--- config.mk ---
export PLATFORM = sky130hd
export DESIGN_NAME = demux_slot_router
export DESIGN_NICKNAME = d
export VERILOG_FILES = /design/src/rtl/demux_slot_router_pkg.sv /design/src/rtl/demux_slot_router_slot.sv /design/src/rtl/demux_slot_router.sv
export SDC_FILE = /design/constraint.sdc
export NUM_CORES = 1
export LEC_CHECK = 0
export BUFFER_PORTS_ARGS = -buffer_cell sky130_fd_sc_hd__buf_4
export CAP_MARGIN = 5
export CORE_MARGIN = 3
export CORE_UTILIZATION = 41
export DETAILED_ROUTE_END_ITERATION = 12
export PLACE_DENSITY_LB_ADDON = 0.1
export SETUP_SLACK_MARGIN = 0.02
export SYNTH_ARGS = -nofsm -noshare
export SYNTH_HDL_FRONTEND = slang
export SYNTH_SLANG_ARGS = --single-unit
--- constraint.sdc ---
create_clock -name clk -period 2.4 [get_ports clk]
set_clock_uncertainty 0.2 [all_clocks]
set_input_delay 0.12 -clock clk [delete_from_list [all_inputs] [get_ports clk]]
set_output_delay 0.12 -clock clk [all_outputs]
set_load 0.02 [all_outputs]
--- src/rtl/demux_slot_router_pkg.sv ---
// Shared constants for the demux slot router and the datapath selector muxes.
// Plain localparams and one helper, no typedefs.
package demux_slot_router_pkg;

    localparam int DATA_W = 16;
    localparam int SEL_W  = 2;
    localparam int CNT_W  = 16;

    // Number of channels addressed by a select field of the given width.
    function automatic int num_ch(input int selw);
        return 1 << selw;
    endfunction

endpackage

--- src/rtl/demux_slot_router_slot.sv ---
// One-entry output buffer: load captures a word, drain empties it, clear drops it.
// Data only changes on load so a cleared or drained slot keeps its last word.
module demux_slot
    import demux_slot_router_pkg::*;
#(
    parameter int WIDTH = DATA_W
) (
    input  logic             clk,
    input  logic             rst_n,
    input  logic             clear_i,
    input  logic             load_i,
    input  logic             drain_i,
    input  logic [WIDTH-1:0] data_i,
    output logic             valid_o,
    output logic [WIDTH-1:0] data_o
);

    logic             valid_q, valid_d;
    logic [WIDTH-1:0] data_q,  data_d;

    // Clear wins over everything; a load in the same cycle as a drain refills the slot.
    always_comb begin
        // NOTE: defaults first so every path assigns the next-state, which keeps this a latch-free mux.
        valid_d = valid_q;
        data_d  = data_q;
        if (clear_i) begin
            valid_d = 1'b0;
        end else if (load_i) begin
            valid_d = 1'b1;
            data_d  = data_i;
        end else if (drain_i) begin
            valid_d = 1'b0;
        end
    end

    // NOTE: the data register is reset too, because out_data must read zero after reset.
    always_ff @(posedge clk or negedge rst_n) begin
        if (!rst_n) begin
            // NOTE: non-blocking assignments for all state so every register samples pre-edge values.
            valid_q <= 1'b0;
            data_q  <= '0;
        end else begin
            valid_q <= valid_d;
            data_q  <= data_d;
        end
    end

    assign valid_o = valid_q;
    assign data_o  = data_q;

endmodule

--- src/rtl/demux_slot_router.sv ---
// Registered 1-to-N demultiplexer: steers each accepted word into the one-entry slot of
// the selected channel, with independent valid/ready handshakes per channel.
module demux_slot_router
    import demux_slot_router_pkg::*;
#(
    parameter int WIDTH = DATA_W,
    parameter int SELW  = SEL_W,
    parameter int NCH   = num_ch(SELW)
) (
    input  logic                 clk,
    input  logic                 rst_n,
    input  logic                 flush,
    input  logic                 in_valid,
    output logic                 in_ready,
    input  logic [SELW-1:0]      in_sel,
    input  logic [WIDTH-1:0]     in_data,
    output logic [NCH-1:0]       out_valid,
    input  logic [NCH-1:0]       out_ready,
    output logic [NCH*WIDTH-1:0] out_data,
    output logic [CNT_W-1:0]     acc_count
);

    logic             accept;
    logic [NCH-1:0]   load_vec;
    logic [NCH-1:0]   drain_vec;
    logic [CNT_W-1:0] acc_count_q, acc_count_d;

    // Ready only looks at the addressed slot, so a stalled channel never blocks the others.
    assign in_ready  = !flush && (!out_valid[in_sel] || out_ready[in_sel]);
    assign accept    = in_valid && in_ready;
    assign drain_vec = out_valid & out_ready;

    always_comb begin
        load_vec = '0;
        for (int k = 0; k < NCH; k++) begin
            load_vec[k] = accept && (in_sel == SELW'(k));
        end
    end

    for (genvar k = 0; k < NCH; k++) begin : g_slot
        demux_slot #(
            .WIDTH (WIDTH)
        ) u_slot (
            .clk     (clk),
            .rst_n   (rst_n),
            .clear_i (flush),
            .load_i  (load_vec[k]),
            .drain_i (drain_vec[k]),
            .data_i  (in_data),
            .valid_o (out_valid[k]),
            .data_o  (out_data[k*WIDTH +: WIDTH])
        );
    end

    // accept is already false during flush, so the counter holds through a flush.
    always_comb begin
        acc_count_d = acc_count_q;
        if (accept) begin
            acc_count_d = acc_count_q + CNT_W'(1);
        end
    end

    always_ff @(posedge clk or negedge rst_n) begin
        if (!rst_n) begin
            acc_count_q <= '0;
        end else begin
            acc_count_q <= acc_count_d;
        end
    end

    assign acc_count = acc_count_q;

endmodule
# Word-level counts from Yosys, hierarchy flattened
# Index checks and enable logic that the tools add are counted.
[classes]
magnitude_cmp = 1
n_reduce_logical = 18
n_addsub = 1
eq_ne = 3
n_mux = 16
bitwise_logic = 2
[op_table]
columns = ["operator", "n"]
rows = [
  ["$add 16x1->16 const B", 1],
  ["$mux 1", 14],
  ["$reduce_bool 3->1", 4],
  ["$reduce_and 2->1", 4],
  ["$logic_and 1x1->1", 6],
  ["$and 4x4->4", 1],
  ["$bmux 1 s2", 2],
  ["$eq 2x2->1 const B", 2],
  ["$lt 2x3->1 const B", 1],
  ["$eq 2x1->1 const B", 1],
  ["$logic_not 1->1", 2],
  ["$logic_not 2->1", 1],
  ["$logic_or 1x1->1", 1],
  ["$not 1->1", 1],
]
[word_totals]
output_inout_bits = 85
ff_bits = 84

# Longest topological paths before layout
# Gate-level depths: netlist (run 1).
[logic_depth]
word_depth = 9
ltp_mapped = 6
mapped_depth_nobuf = 4

# Modules after synthesis
# A second synthesis (run 1) with hierarchy kept.
[hier_totals]
hier_cells = 242
area_unflattened_um2 = 3769.9
[modules_own_cells]
columns = ["module", "area_per_inst_um2", "seq_area_each_um2", "cells_per_inst", "n_inst"]
rows = [
  ["demux_slot", 703.2, 425.4, 39, 4],
  ["demux_slot_router", 957.2, 400.4, 86, 1],
]

# Least setup slack after synthesis (run 1)
# OpenSTA, ideal clock, no wires.
[synth_timing]
path_type = "register -> register"
startpoint = "register g_slot[0].u_slot.valid_q"
endpoint = "register acc_count_q[10] (netlist: acc_count[10])"
setup_slack_ns = 0.507
synth_period_minus_slack_ns = 1.893
stages_incl_launch_ff = 6
setup_ns = 0.080
required_time_ns = 2.120
arrival_ns = 1.613
path_cell_list = "dfrtp_1 nor2b_1 mux4_2 buf_6 nor4_2 xor2_1"
[synth_between]
elab_chain_cells = 6
[synth_rtl]
columns = ["element", "line", "rtl"]
rows = [
  ["start: declaration", "demux_slot_router_slot.sv:18", "logic valid_q, valid_d;"],
  ["start signal: assignment", "demux_slot_router_slot.sv:43", "valid_q <= valid_d;"],
  ["$bmux 1 s2", "demux_slot_router.sv:29", "assign in_ready = !flush && (!out_valid[in_sel] || out_ready[in_sel]);"],
  ["$mux 1 (not written as such)", "demux_slot_router.sv:29", ""],
  ["$logic_not 1->1", "demux_slot_router.sv:29", ""],
  ["$logic_or 1x1->1", "demux_slot_router.sv:29", ""],
  ["$logic_and 1x1->1", "demux_slot_router.sv:29", ""],
  ["$logic_and 1x1->1", "demux_slot_router.sv:30", "assign accept = in_valid && in_ready;"],
  ["end signal: assignment", "demux_slot_router.sv:67", "acc_count_q <= acc_count_d;"],
  ["end: declaration", "demux_slot_router.sv:26", "logic [CNT_W-1:0] acc_count_q, acc_count_d;"],
]
# Every way passes these cells. The select of a mux whose other input is x is not followed.
# A chain may end at the register's enable or synchronous reset.

# Worst setup path in the final report (run 1)
[layout_timing]
startpoint = "register g_slot[1].u_slot.valid_q"
endpoint = "output port in_ready"
[layout_between]
elab_chain_cells = 5
[layout_rtl]
columns = ["element", "line", "rtl"]
rows = [
  ["start: declaration", "demux_slot_router_slot.sv:18", ""],
  ["start signal: assignment", "demux_slot_router_slot.sv:43", ""],
  ["$bmux 1 s2", "demux_slot_router.sv:29", ""],
  ["$mux 1 (not written as such)", "demux_slot_router.sv:29", ""],
  ["$logic_not 1->1", "demux_slot_router.sv:29", ""],
  ["$logic_or 1x1->1", "demux_slot_router.sv:29", ""],
  ["$logic_and 1x1->1", "demux_slot_router.sv:29", ""],
  ["end: declaration", "demux_slot_router.sv:14", "output logic in_ready,"],
]
# Every way passes these cells. The select of a mux whose other input is x is not followed.

==> results of run 1 <==
## power by group
part / internal [mW] / leakage, nW / total, mW / switching [mW]
clock network: 0.486 / 0.0862 / 0.988 / 0.502
logic: 0.655 / 1.17 / 1.36 / 0.702
registers: 1.71 / 1.03 / 1.91 / 0.203
## final cells by class
class                           instances  area (um^2)
Inverter                                2         7.51
Tap cell                              102          128
Timing Repair Buffer                  140         1120
Clock buffer                           11          131
Fill cell                             674         3120
Sequential cell                        84         2100
Multi-Input combinational cell        133         1220
Clock inverter                          5         61.3
## critical path, cell delays in order, from the launching register on
cell,delay [ns]
sky130_fd_sc_hd__dfrtp_1,0.38
sky130_fd_sc_hd__nor2b_1,0.18
sky130_fd_sc_hd__mux4_2,0.66
sky130_fd_sc_hd__nor2_1,0.15
sky130_fd_sc_hd__buf_4,0.15
## routing by layer
| metal | vias to the layer above | routed length (um) | GRT usage, % |
|---|---|---|---|
| met5 | - | 0 | 0 |
| met4 | 0 | 119 | 5.83 |
| met3 | 12 | 568 | 5.31 |
| met2 | 74 | 3690 | 27.2 |
| met1 | 1128 | 3340 | 22.6 |
| li1 | 1092 | - | - |
## layout by cell type (no fill, tap or decap), types with 5 or more instances in the layout
master                          instances
sky130_fd_sc_hd__nor2b_1                5
sky130_fd_sc_hd__buf_4                117
sky130_fd_sc_hd__clkbuf_8               9
sky130_fd_sc_hd__nor4_1                 5
sky130_fd_sc_hd__dfrtp_1               84
sky130_fd_sc_hd__xor2_1                15
sky130_fd_sc_hd__nand3_1                8
sky130_fd_sc_hd__dlygate4sd3_1         22
sky130_fd_sc_hd__nor3_1                 6
sky130_fd_sc_hd__mux2_2                65
sky130_fd_sc_hd__nand2_1                7
## state kept, by name, summed over array words and instances (netlist names)
signal / flops
g_slot.u_slot.data_o: 64
acc_count: 16
g_slot.u_slot.valid_o: 4
## through the flow
step / utilization [%] / hold WS [ns] / cells / cell area (um^2)
after CTS: 60.5 / 0.00989 / 477 / 4770
after detailed placement: 55.3 / -0.157 / 439 / 4360
final: 60.5 / 0.00976 / 477 / 4770
after global routing: 60.5 / 0.0192 / 477 / 4770
after floorplan: - / -0.376 / 230 / 3400
after global placement: 55.3 / -0.156 / 439 / 4360
## cell families (layout without fill, tap and decap cells)
family | Yosys count | after routing
adders and majority gates | 1 | 1
xor gates and xnor gates | 15 | 15
muxes | 66 | 66
and+or+nand+nor | 47 | 47
DFF | 84 | 84
buffers and inverters | 13 | 158
AOI/OAI and AO/OA | 4 | 4
## worst max path at each step
| stage | to | slack, ns | cells past startpoint |
|---|---|---|---|
| floorplan | acc_count[10] | 0.51 | 5 |
| global placement | acc_count[1] | 0.33 | 4 |
| detailed placement | acc_count[1] | 0.29 | 4 |
| CTS | in_ready | 0.17 | 4 |
| global route | in_ready | 0.1 | 6 |
| finish | in_ready | 0.21 | 4 |
==> impl_results.html, run 1 <==
<table>
<tr><th>Metric</th><th>Value</th></tr>
<tr><th colspan="2">Setup path</th></tr>
<tr><td>Slack of the worst reg-to-reg path</td><td>0.28 ns</td></tr>
<tr><td>Critical path type</td><td>flip-flop to primary output</td></tr>
<tr><td>Critical path startpoint category</td><td>flip-flop</td></tr>
<tr><td>Launching instance or port of the critical path</td><td>g_slot[1].u_slot.valid_o</td></tr>
<tr><td>Critical register-to-register path endpoint</td><td>acc_count[1]</td></tr>
<tr><td>Required time of the critical path</td><td>2.08 ns</td></tr>
<tr><td>Worst path arrival time</td><td>1.87 ns</td></tr>
<tr><td>Worst R2R Start</td><td>g_slot[1].u_slot.valid_o</td></tr>
<tr><td>Top fanout value on the critical path</td><td>16</td></tr>
<tr><td>Critical path endpoint category</td><td>primary output</td></tr>
<tr><td>Worst reg2reg path depth</td><td>4</td></tr>
<tr><th colspan="2">Logic synthesis</th></tr>
<tr><td>Mean post-synth cell area</td><td>14.8 um^2</td></tr>
<tr><td>Syn nets</td><td>257</td></tr>
<tr><td>Combined area of all synthesized cells</td><td>3400 um^2</td></tr>
<tr><td>YS warnings</td><td>0</td></tr>
<tr><td>Combinational family with the most area after synthesis</td><td>multiplexers</td></tr>
<tr><td>Portion of the post-synthesis area used by sequential elements</td><td>61.8%</td></tr>
<tr><td>Ranking of synthesized cells by area</td><td>sky130_fd_sc_hd__dfrtp_1, sky130_fd_sc_hd__mux2_2, sky130_fd_sc_hd__xor2_1</td></tr>
<tr><td>Synth top cells by count</td><td>sky130_fd_sc_hd__dfrtp_1, sky130_fd_sc_hd__mux2_2, sky130_fd_sc_hd__xor2_1</td></tr>
<tr><td>Post-synthesis compound-gate area fraction</td><td>0.735%</td></tr>
<tr><td>Area leader, netlist</td><td>sky130_fd_sc_hd__dfrtp_1</td></tr>
<tr><td>Most used flip-flop cell after synthesis</td><td>sky130_fd_sc_hd__dfrtp_1</td></tr>
<tr><td>Gate count after technology mapping</td><td>230</td></tr>
<tr><td>XOR/XNOR share of the synthesized area</td><td>3.86%</td></tr>
<tr><td>Adder-cell share of the synthesized area</td><td>0.368%</td></tr>
<tr><td>Number of distinct library cells after synthesis</td><td>25</td></tr>
<tr><td>Fraction of the mapped netlist area in simple logic gates</td><td>8.64%</td></tr>
<tr><td>Multiplexer fraction of the synthesized cell area</td><td>22.2%</td></tr>
<tr><td>Area fraction of the dominant cell type after synthesis</td><td>61.8%</td></tr>
<tr><td>EDFF count, synth</td><td>0</td></tr>
<tr><td>Cell with the most instances after synthesis</td><td>sky130_fd_sc_hd__dfrtp_1</td></tr>
<tr><td>Async set-or-reset flop fraction in the synthesized netlist</td><td>100%</td></tr>
<tr><td>Synth Register Bits</td><td>84</td></tr>
<tr><th colspan="2">Clocking</th></tr>
<tr><td>CTS Sinks</td><td>84</td></tr>
<tr><td>Root buffer selected by CTS</td><td>sky130_fd_sc_hd__clkbuf_8</td></tr>
<tr><td>TritonCTS clock tree</td><td>yes</td></tr>
<tr><td>Post-cts sizing count</td><td>0</td></tr>
<tr><td>Clock insertion delay at the later pin of the skew report</td><td>0.34 ns</td></tr>
<tr><td>Deepest clock path buffer count</td><td>2</td></tr>
<tr><td>H-tree level count</td><td>3</td></tr>
<tr><td>Number of buffers inserted during clock tree synthesis</td><td>9</td></tr>
<tr><td>Setup Fix Bufs, Post-CTS</td><td>0</td></tr>
<tr><td>Number of buffers added to fix hold violations after cts</td><td>22</td></tr>
<tr><td>Clk pin slew, worst setup/hold paths</td><td>0.08 ns</td></tr>
<tr><th colspan="2">Run status</th></tr>
<tr><td>Run status</td><td>finished, final reports clean</td></tr>
<tr><th colspan="2">Timing</th></tr>
<tr><td>Slack of the critical path</td><td>0.207 ns</td></tr>
<tr><td>Final critical path time including I/O delays and setup</td><td>2.19 ns</td></tr>
<tr><td>Number of hold violations in the final report</td><td>0</td></tr>
<tr><td>Maximum clock frequency</td><td>456 MHz</td></tr>
<tr><td>Max_slew headroom</td><td>71.3%</td></tr>
<tr><td>Pins Over Slew Limit</td><td>0</td></tr>
<tr><td>Endpoints failing setup</td><td>0</td></tr>
<tr><td>Setup tns final</td><td>0 ns</td></tr>
<tr><td>Unrepaired setup endpoints after global routing</td><td>no</td></tr>
<tr><td>Slew at the pin closest to its max-slew limit</td><td>0.429 ns</td></tr>
<tr><td>Fraction of the cycle the final worst path needs</td><td>91.4%</td></tr>
<tr><th colspan="2">Global route</th></tr>
<tr><td>Number of global-route vias before repair</td><td>2,453</td></tr>
<tr><td>Initial antenna violation count</td><td>0</td></tr>
<tr><td>Total global routing overflow</td><td>0</td></tr>
<tr><td>Largest net degree at the start of global routing</td><td>40</td></tr>
<tr><td>Global-route usage over all layers</td><td>17.2%</td></tr>
<tr><td>Wire length of the first global-routing pass</td><td>12.9 mm</td></tr>
<tr><th colspan="2">Final layout</th></tr>
<tr><td>Fraction of layout cells with a size suffix above 1</td><td>54.1%</td></tr>
<tr><td>Nets@finish</td><td>397</td></tr>
<tr><td>Number of inserted diodes</td><td>0</td></tr>
<tr><td>Synthesis-to-finish area growth</td><td>40.2%</td></tr>
<tr><th colspan="2">Floorplanning</th></tr>
<tr><td>Area enclosed by the die boundary</td><td>9430 um^2</td></tr>
<tr><td>Y dimension of the die</td><td>97.1 um</td></tr>
<tr><td>Width of the chip</td><td>97.1 um</td></tr>
<tr><td>Core Area</td><td>7890 um^2</td></tr>
<tr><td>Number of placed I/O pins</td><td>111</td></tr>
<tr><td>Effective utilization at floorplan</td><td>43.1%</td></tr>
<tr><td>Standard-cell row count</td><td>32</td></tr>
<tr><th colspan="2">Hold path</th></tr>
<tr><td>Class of the most critical hold timing path</td><td>input port to async pin</td></tr>
<tr><th colspan="2">Pwr</th></tr>
<tr><td>Static Leakage</td><td>2.29 nW</td></tr>
<tr><td>Worst IR Drop VDD</td><td>0.407 mV</td></tr>
<tr><td>Final total power</td><td>4.26 mW</td></tr>
<tr><td>Power per unit of standard cell area</td><td>892 nW/um^2</td></tr>
<tr><th colspan="2">Placement</th></tr>
<tr><td>Post-DP HPWL</td><td>5.48 mm</td></tr>
<tr><td>Worst setup slack before clock tree synthesis</td><td>0.290 ns</td></tr>
<tr><td>Number of I/O port buffers</td><td>110</td></tr>
<tr><td>Last weighted congestion value of the routability-driven placer</td><td>0.749</td></tr>
<tr><th colspan="2">Route</th></tr>
<tr><td>Post-DRT Antenna Nets</td><td>0</td></tr>
<tr><td>Mean routed wirelength per cell</td><td>16.2 um</td></tr>
<tr><td>Number of vias per cell after detailed routing</td><td>4.83</td></tr>
<tr><td>Number of DRC violations after detailed routing</td><td>0</td></tr>
<tr><td>Detailed-routing iteration count for the pre-antenna-repair pass</td><td>4</td></tr>
<tr><td>Final routed wirelength across all metal layers</td><td>7.71 mm</td></tr>
<tr><td>First DRT Iteration DRCs</td><td>77</td></tr>
<tr><td>Detailed-route via count</td><td>2,306</td></tr>
<tr><th colspan="2">Job</th></tr>
<tr><td>Count of max-cap constraint violations</td><td>0</td></tr>
</table>
No activity file was read; power rests on OpenSTA's default activity.
==> inputs of run 2 (changes only) <==
- ABC_AREA: default -> 1
==> run 2 against run 1 <==
  * Critical path depth is 6 higher
  * Non-clock buffer count shrank 3
  * Synthesized cell count up 93%
  * Final area up 6.6%
  * Die area rose by 9.3%
  * Cell count up 44%
  * Maximum frequency about the same
  * Synthesized area rose by 9.9%
  * First-iteration DRC count is 61% higher
  * Core utilization decreased by 2.7 points
  * Critical endpoint is now g_slot[0].u_slot.valid_o
  * Highest routed layer unchanged
==> impl_results.html, run 2 <==
<table>
<tr><th>Metric</th><th>Value</th></tr>
<tr><th colspan="2">Timing</th></tr>
<tr><td>Setup tns final</td><td>0 ns</td></tr>
<tr><td>Maximum clock frequency</td><td>456 MHz</td></tr>
<tr><td>Number of hold violations in the final report</td><td>0</td></tr>
<tr><td>Unrepaired setup endpoints after global routing</td><td>no</td></tr>
<tr><td>Pins Over Slew Limit</td><td>0</td></tr>
<tr><td>Fraction of the cycle the final worst path needs</td><td>91.4%</td></tr>
<tr><td>Max_slew headroom</td><td>66.8%</td></tr>
<tr><td>Slew at the pin closest to its max-slew limit</td><td>0.498 ns</td></tr>
<tr><td>Final critical path time including I/O delays and setup</td><td>2.19 ns</td></tr>
<tr><td>Endpoints failing setup</td><td>0</td></tr>
<tr><th colspan="2">Final layout</th></tr>
<tr><td>Largest register FFs</td><td>64</td></tr>
<tr><td>Sequential cell area in the final layout</td><td>2100 um^2</td></tr>
<tr><td>Area of the multi-input gates</td><td>1470 um^2</td></tr>
<tr><td>Fill cells</td><td>808</td></tr>
<tr><td>Fraction of layout cells with a size suffix above 1</td><td>25.0%</td></tr>
<tr><td>Non-Filler Cell Area, Final</td><td>5090 um^2</td></tr>
<tr><td>Commonest non-fill, non-tap cells in the layout</td><td>sky130_fd_sc_hd__nand2_1, sky130_fd_sc_hd__buf_4, sky130_fd_sc_hd__dfrtp_1</td></tr>
<tr><td>Synthesis-to-finish area growth</td><td>36.0%</td></tr>
<tr><td>Number of inserted diodes</td><td>0</td></tr>
<tr><td>Nets@finish</td><td>604</td></tr>
<tr><td>Share of the core filled with cells</td><td>57.8%</td></tr>
<tr><td>Commonest non-fill, non-tap cell in the layout</td><td>sky130_fd_sc_hd__nand2_1</td></tr>
<tr><th colspan="2">Clocking</th></tr>
<tr><td>TritonCTS clock tree</td><td>yes</td></tr>
<tr><td>Clock insertion delay at the later pin of the skew report</td><td>0.34 ns</td></tr>
<tr><td>Clk pin slew, worst setup/hold paths</td><td>0.08 ns</td></tr>
<tr><td>CTS Sinks</td><td>84</td></tr>
<tr><td>Setup Fix Bufs, Post-CTS</td><td>0</td></tr>
<tr><td>H-tree level count</td><td>3</td></tr>
<tr><td>Number of buffers inserted during clock tree synthesis</td><td>9</td></tr>
<tr><td>Root buffer selected by CTS</td><td>sky130_fd_sc_hd__clkbuf_8</td></tr>
<tr><td>Deepest clock path buffer count</td><td>2</td></tr>
<tr><th colspan="2">Logic synthesis</th></tr>
<tr><td>Area leader, netlist</td><td>sky130_fd_sc_hd__dfrtp_1</td></tr>
<tr><td>EDFF count, synth</td><td>0</td></tr>
<tr><td>Syn nets</td><td>472</td></tr>
<tr><td>Portion of the post-synthesis area used by sequential elements</td><td>56.2%</td></tr>
<tr><td>Most used flip-flop cell after synthesis</td><td>sky130_fd_sc_hd__dfrtp_1</td></tr>
<tr><td>Ranking of synthesized cells by area</td><td>sky130_fd_sc_hd__dfrtp_1, sky130_fd_sc_hd__nand2_1, sky130_fd_sc_hd__xor2_1</td></tr>
<tr><td>Synth top cells by count</td><td>sky130_fd_sc_hd__nand2_1, sky130_fd_sc_hd__dfrtp_1, sky130_fd_sc_hd__nor2_1</td></tr>
<tr><td>Async set-or-reset flop fraction in the synthesized netlist</td><td>100%</td></tr>
<tr><td>Area fraction of the dominant cell type after synthesis</td><td>56.2%</td></tr>
<tr><td>Number of distinct library cells after synthesis</td><td>22</td></tr>
<tr><td>Combined area of all synthesized cells</td><td>3740 um^2</td></tr>
<tr><td>Synth Register Bits</td><td>84</td></tr>
<tr><td>Cell with the most instances after synthesis</td><td>sky130_fd_sc_hd__nand2_1</td></tr>
<tr><td>Mean post-synth cell area</td><td>8.40 um^2</td></tr>
<tr><td>YS warnings</td><td>0</td></tr>
<tr><td>Gate count after technology mapping</td><td>445</td></tr>
<tr><th colspan="2">Global route</th></tr>
<tr><td>Total global routing overflow</td><td>0</td></tr>
<tr><td>Initial antenna violation count</td><td>0</td></tr>
<tr><td>Number of global-route vias before repair</td><td>3,080</td></tr>
<tr><td>Wire length of the first global-routing pass</td><td>15.9 mm</td></tr>
<tr><td>Global-route usage over all layers</td><td>19.9%</td></tr>
<tr><td>Largest net degree at the start of global routing</td><td>49</td></tr>
<tr><th colspan="2">Job</th></tr>
<tr><td>Count of max-cap constraint violations</td><td>0</td></tr>
<tr><th colspan="2">Setup path</th></tr>
<tr><td>Critical path endpoint category</td><td>flip-flop</td></tr>
<tr><td>Worst path arrival time</td><td>2.22 ns</td></tr>
<tr><td>Worst reg2reg path depth</td><td>8</td></tr>
<tr><td>Launching instance or port of the critical path</td><td>out_ready[3]</td></tr>
<tr><td>Slack of the worst reg-to-reg path</td><td>0.28 ns</td></tr>
<tr><td>Worst R2R Start</td><td>g_slot[0].u_slot.valid_o</td></tr>
<tr><td>Critical path type</td><td>input port to flip-flop</td></tr>
<tr><td>Critical path startpoint category</td><td>input port</td></tr>
<tr><td>Top fanout value on the critical path</td><td>17</td></tr>
<tr><td>Capture point of the critical path</td><td>g_slot[0].u_slot.valid_o</td></tr>
<tr><td>Required time of the critical path</td><td>2.43 ns</td></tr>
<tr><td>Critical register-to-register path endpoint</td><td>g_slot[1].u_slot.valid_o</td></tr>
<tr><th colspan="2">Pwr</th></tr>
<tr><td>Switch share</td><td>34.5%</td></tr>
<tr><td>Share of total power in sequential cells</td><td>43.9%</td></tr>
<tr><td>Total net switching power</td><td>1.51 mW</td></tr>
<tr><td>Clk network pwr share</td><td>24.5%</td></tr>
<tr><td>Part of the power in combinational logic</td><td>31.6%</td></tr>
<tr><td>Worst IR Drop VDD</td><td>0.480 mV</td></tr>
<tr><td>Power per unit of standard cell area</td><td>860 nW/um^2</td></tr>
<tr><td>Static Leakage</td><td>2.74 nW</td></tr>
<tr><td>Pint</td><td>2.87 mW</td></tr>
<tr><th colspan="2">Floorplanning</th></tr>
<tr><td>Standard-cell row count</td><td>34</td></tr>
<tr><td>Effective utilization at floorplan</td><td>42.5%</td></tr>
<tr><td>Number of placed I/O pins</td><td>111</td></tr>
<tr><td>Area enclosed by the die boundary</td><td>10,300 um^2</td></tr>
<tr><td>Core Area</td><td>8810 um^2</td></tr>
<tr><td>Y dimension of the die</td><td>102 um</td></tr>
<tr><td>Width of the chip</td><td>102 um</td></tr>
<tr><th colspan="2">Route</th></tr>
<tr><td>Mean routed wirelength per cell</td><td>14.3 um</td></tr>
<tr><td>Number of vias per cell after detailed routing</td><td>4.72</td></tr>
<tr><td>Detailed-routing iteration count for the pre-antenna-repair pass</td><td>4</td></tr>
<tr><td>Detailed-route via count</td><td>3,252</td></tr>
<tr><td>Final routed wirelength across all metal layers</td><td>9.82 mm</td></tr>
<tr><td>Post-DRT Antenna Nets</td><td>0</td></tr>
<tr><td>Number of DRC violations after detailed routing</td><td>0</td></tr>
<tr><td>First DRT Iteration DRCs</td><td>124</td></tr>
<tr><th colspan="2">Run status</th></tr>
<tr><td>Run status</td><td>finished, final reports clean</td></tr>
<tr><th colspan="2">Hold path</th></tr>
<tr><td>Class of the most critical hold timing path</td><td>input port to async pin</td></tr>
<tr><th colspan="2">Placement</th></tr>
<tr><td>Cell Area, Placed</td><td>4610 um^2</td></tr>
<tr><td>Last weighted congestion value of the routability-driven placer</td><td>0.843</td></tr>
<tr><td>Number of I/O port buffers</td><td>110</td></tr>
<tr><td>Post-DP HPWL</td><td>6.80 mm</td></tr>
</table>
[run 2: cell types whose count changed after synthesis, sizes merged, moves of 5 or more]
cell / delta
buf: +5
inv: +17
mux2: -65
nand2: +250
nor2: +21
nor2b: -5
nor3: -6
nor4: -9
o21ai: +12
xor2: -7
[run 2: kinds of logic after synthesis]
group	after synthesis	share of synthesized area, %
flops	84	56.2
xor+xnor	12	2.81
buf+inv	35	5.19
compound gates	14	2.38
fa+ha+maj	1	0.335
simple gates	299	33.1
[run 2: worst min path at each step]
stage / cells past startpoint / start / to / slack (ns)
after floorplan: 0 / rst_n / acc_count[0] / -0.38
after global placement: 1 / rst_n / acc_count[13] / -0.08
after detailed placement: 1 / rst_n / acc_count[13] / -0.08
after CTS: 2 / rst_n / acc_count[13] / 0.08
after global routing: 2 / rst_n / acc_count[13] / 0.10
final: 2 / rst_n / acc_count[13] / 0.08
[run 2: layout make-up]
class,instances,share of cell area [%]
multi-input combinational,326,28.9
clock buffer,10,2.51
tap,108,2.66
sequential,84,41.3
timing repair buffer,137,21.7
inverter,19,1.40
clock inverter,5,1.52
[run 2: repair_timing]
action / 4_1_cts / 5_1_grt
endpoints found under the setup margin: 0 / 3
gates resized for setup: 0 / 3
hold endpoints to repair: 152 / 0
hold buffers: 25 / 0
[run 2: metrics by stage]
stage	power [mW]	setup slack, ns	hold WS (ns)	instances
2_1_floorplan	2.65	0.674	-0.376	445
3_3_place_gp	3.29	0.500	-0.0786	649
3_5_place_dp	3.31	0.467	-0.0769	649
4_1_cts	4.44	0.0652	0.0752	689
5_1_grt	4.64	0.0846	0.102	689
6_report	4.38	0.205	0.0759	689
[run 2: critical path, cell delays in order]
cell	delay, ns
sky130_fd_sc_hd__dlygate4sd3_1	0.54
sky130_fd_sc_hd__buf_4	0.14
sky130_fd_sc_hd__nand3_1	0.07
sky130_fd_sc_hd__nand2_1	0.07
sky130_fd_sc_hd__nor2_2	0.15
sky130_fd_sc_hd__nand2_4	0.12
sky130_fd_sc_hd__nand4_2	0.08
sky130_fd_sc_hd__buf_4	0.24
sky130_fd_sc_hd__o21ai_0	0.11
sky130_fd_sc_hd__dlygate4sd3_1	0.57
[run 2: power by group through the flow]
stage                     Combinational (mW)  Clock (mW)  Sequential (mW)
final                                   1.38        1.07             1.92
after global placement                  1.35           0             1.94
after floorplan                        0.390           0             2.26
after CTS                               1.40        1.12             1.92
after detailed placement                1.36           0             1.94
after global routing                    1.51        1.17             1.96
[run 2: metal layers]
metal	global-route usage (%)	share of wire (%)
met5	0	0
met4	4.40	0.77
met3	6.54	6.8
met2	31.0	47
met1	27.1	45
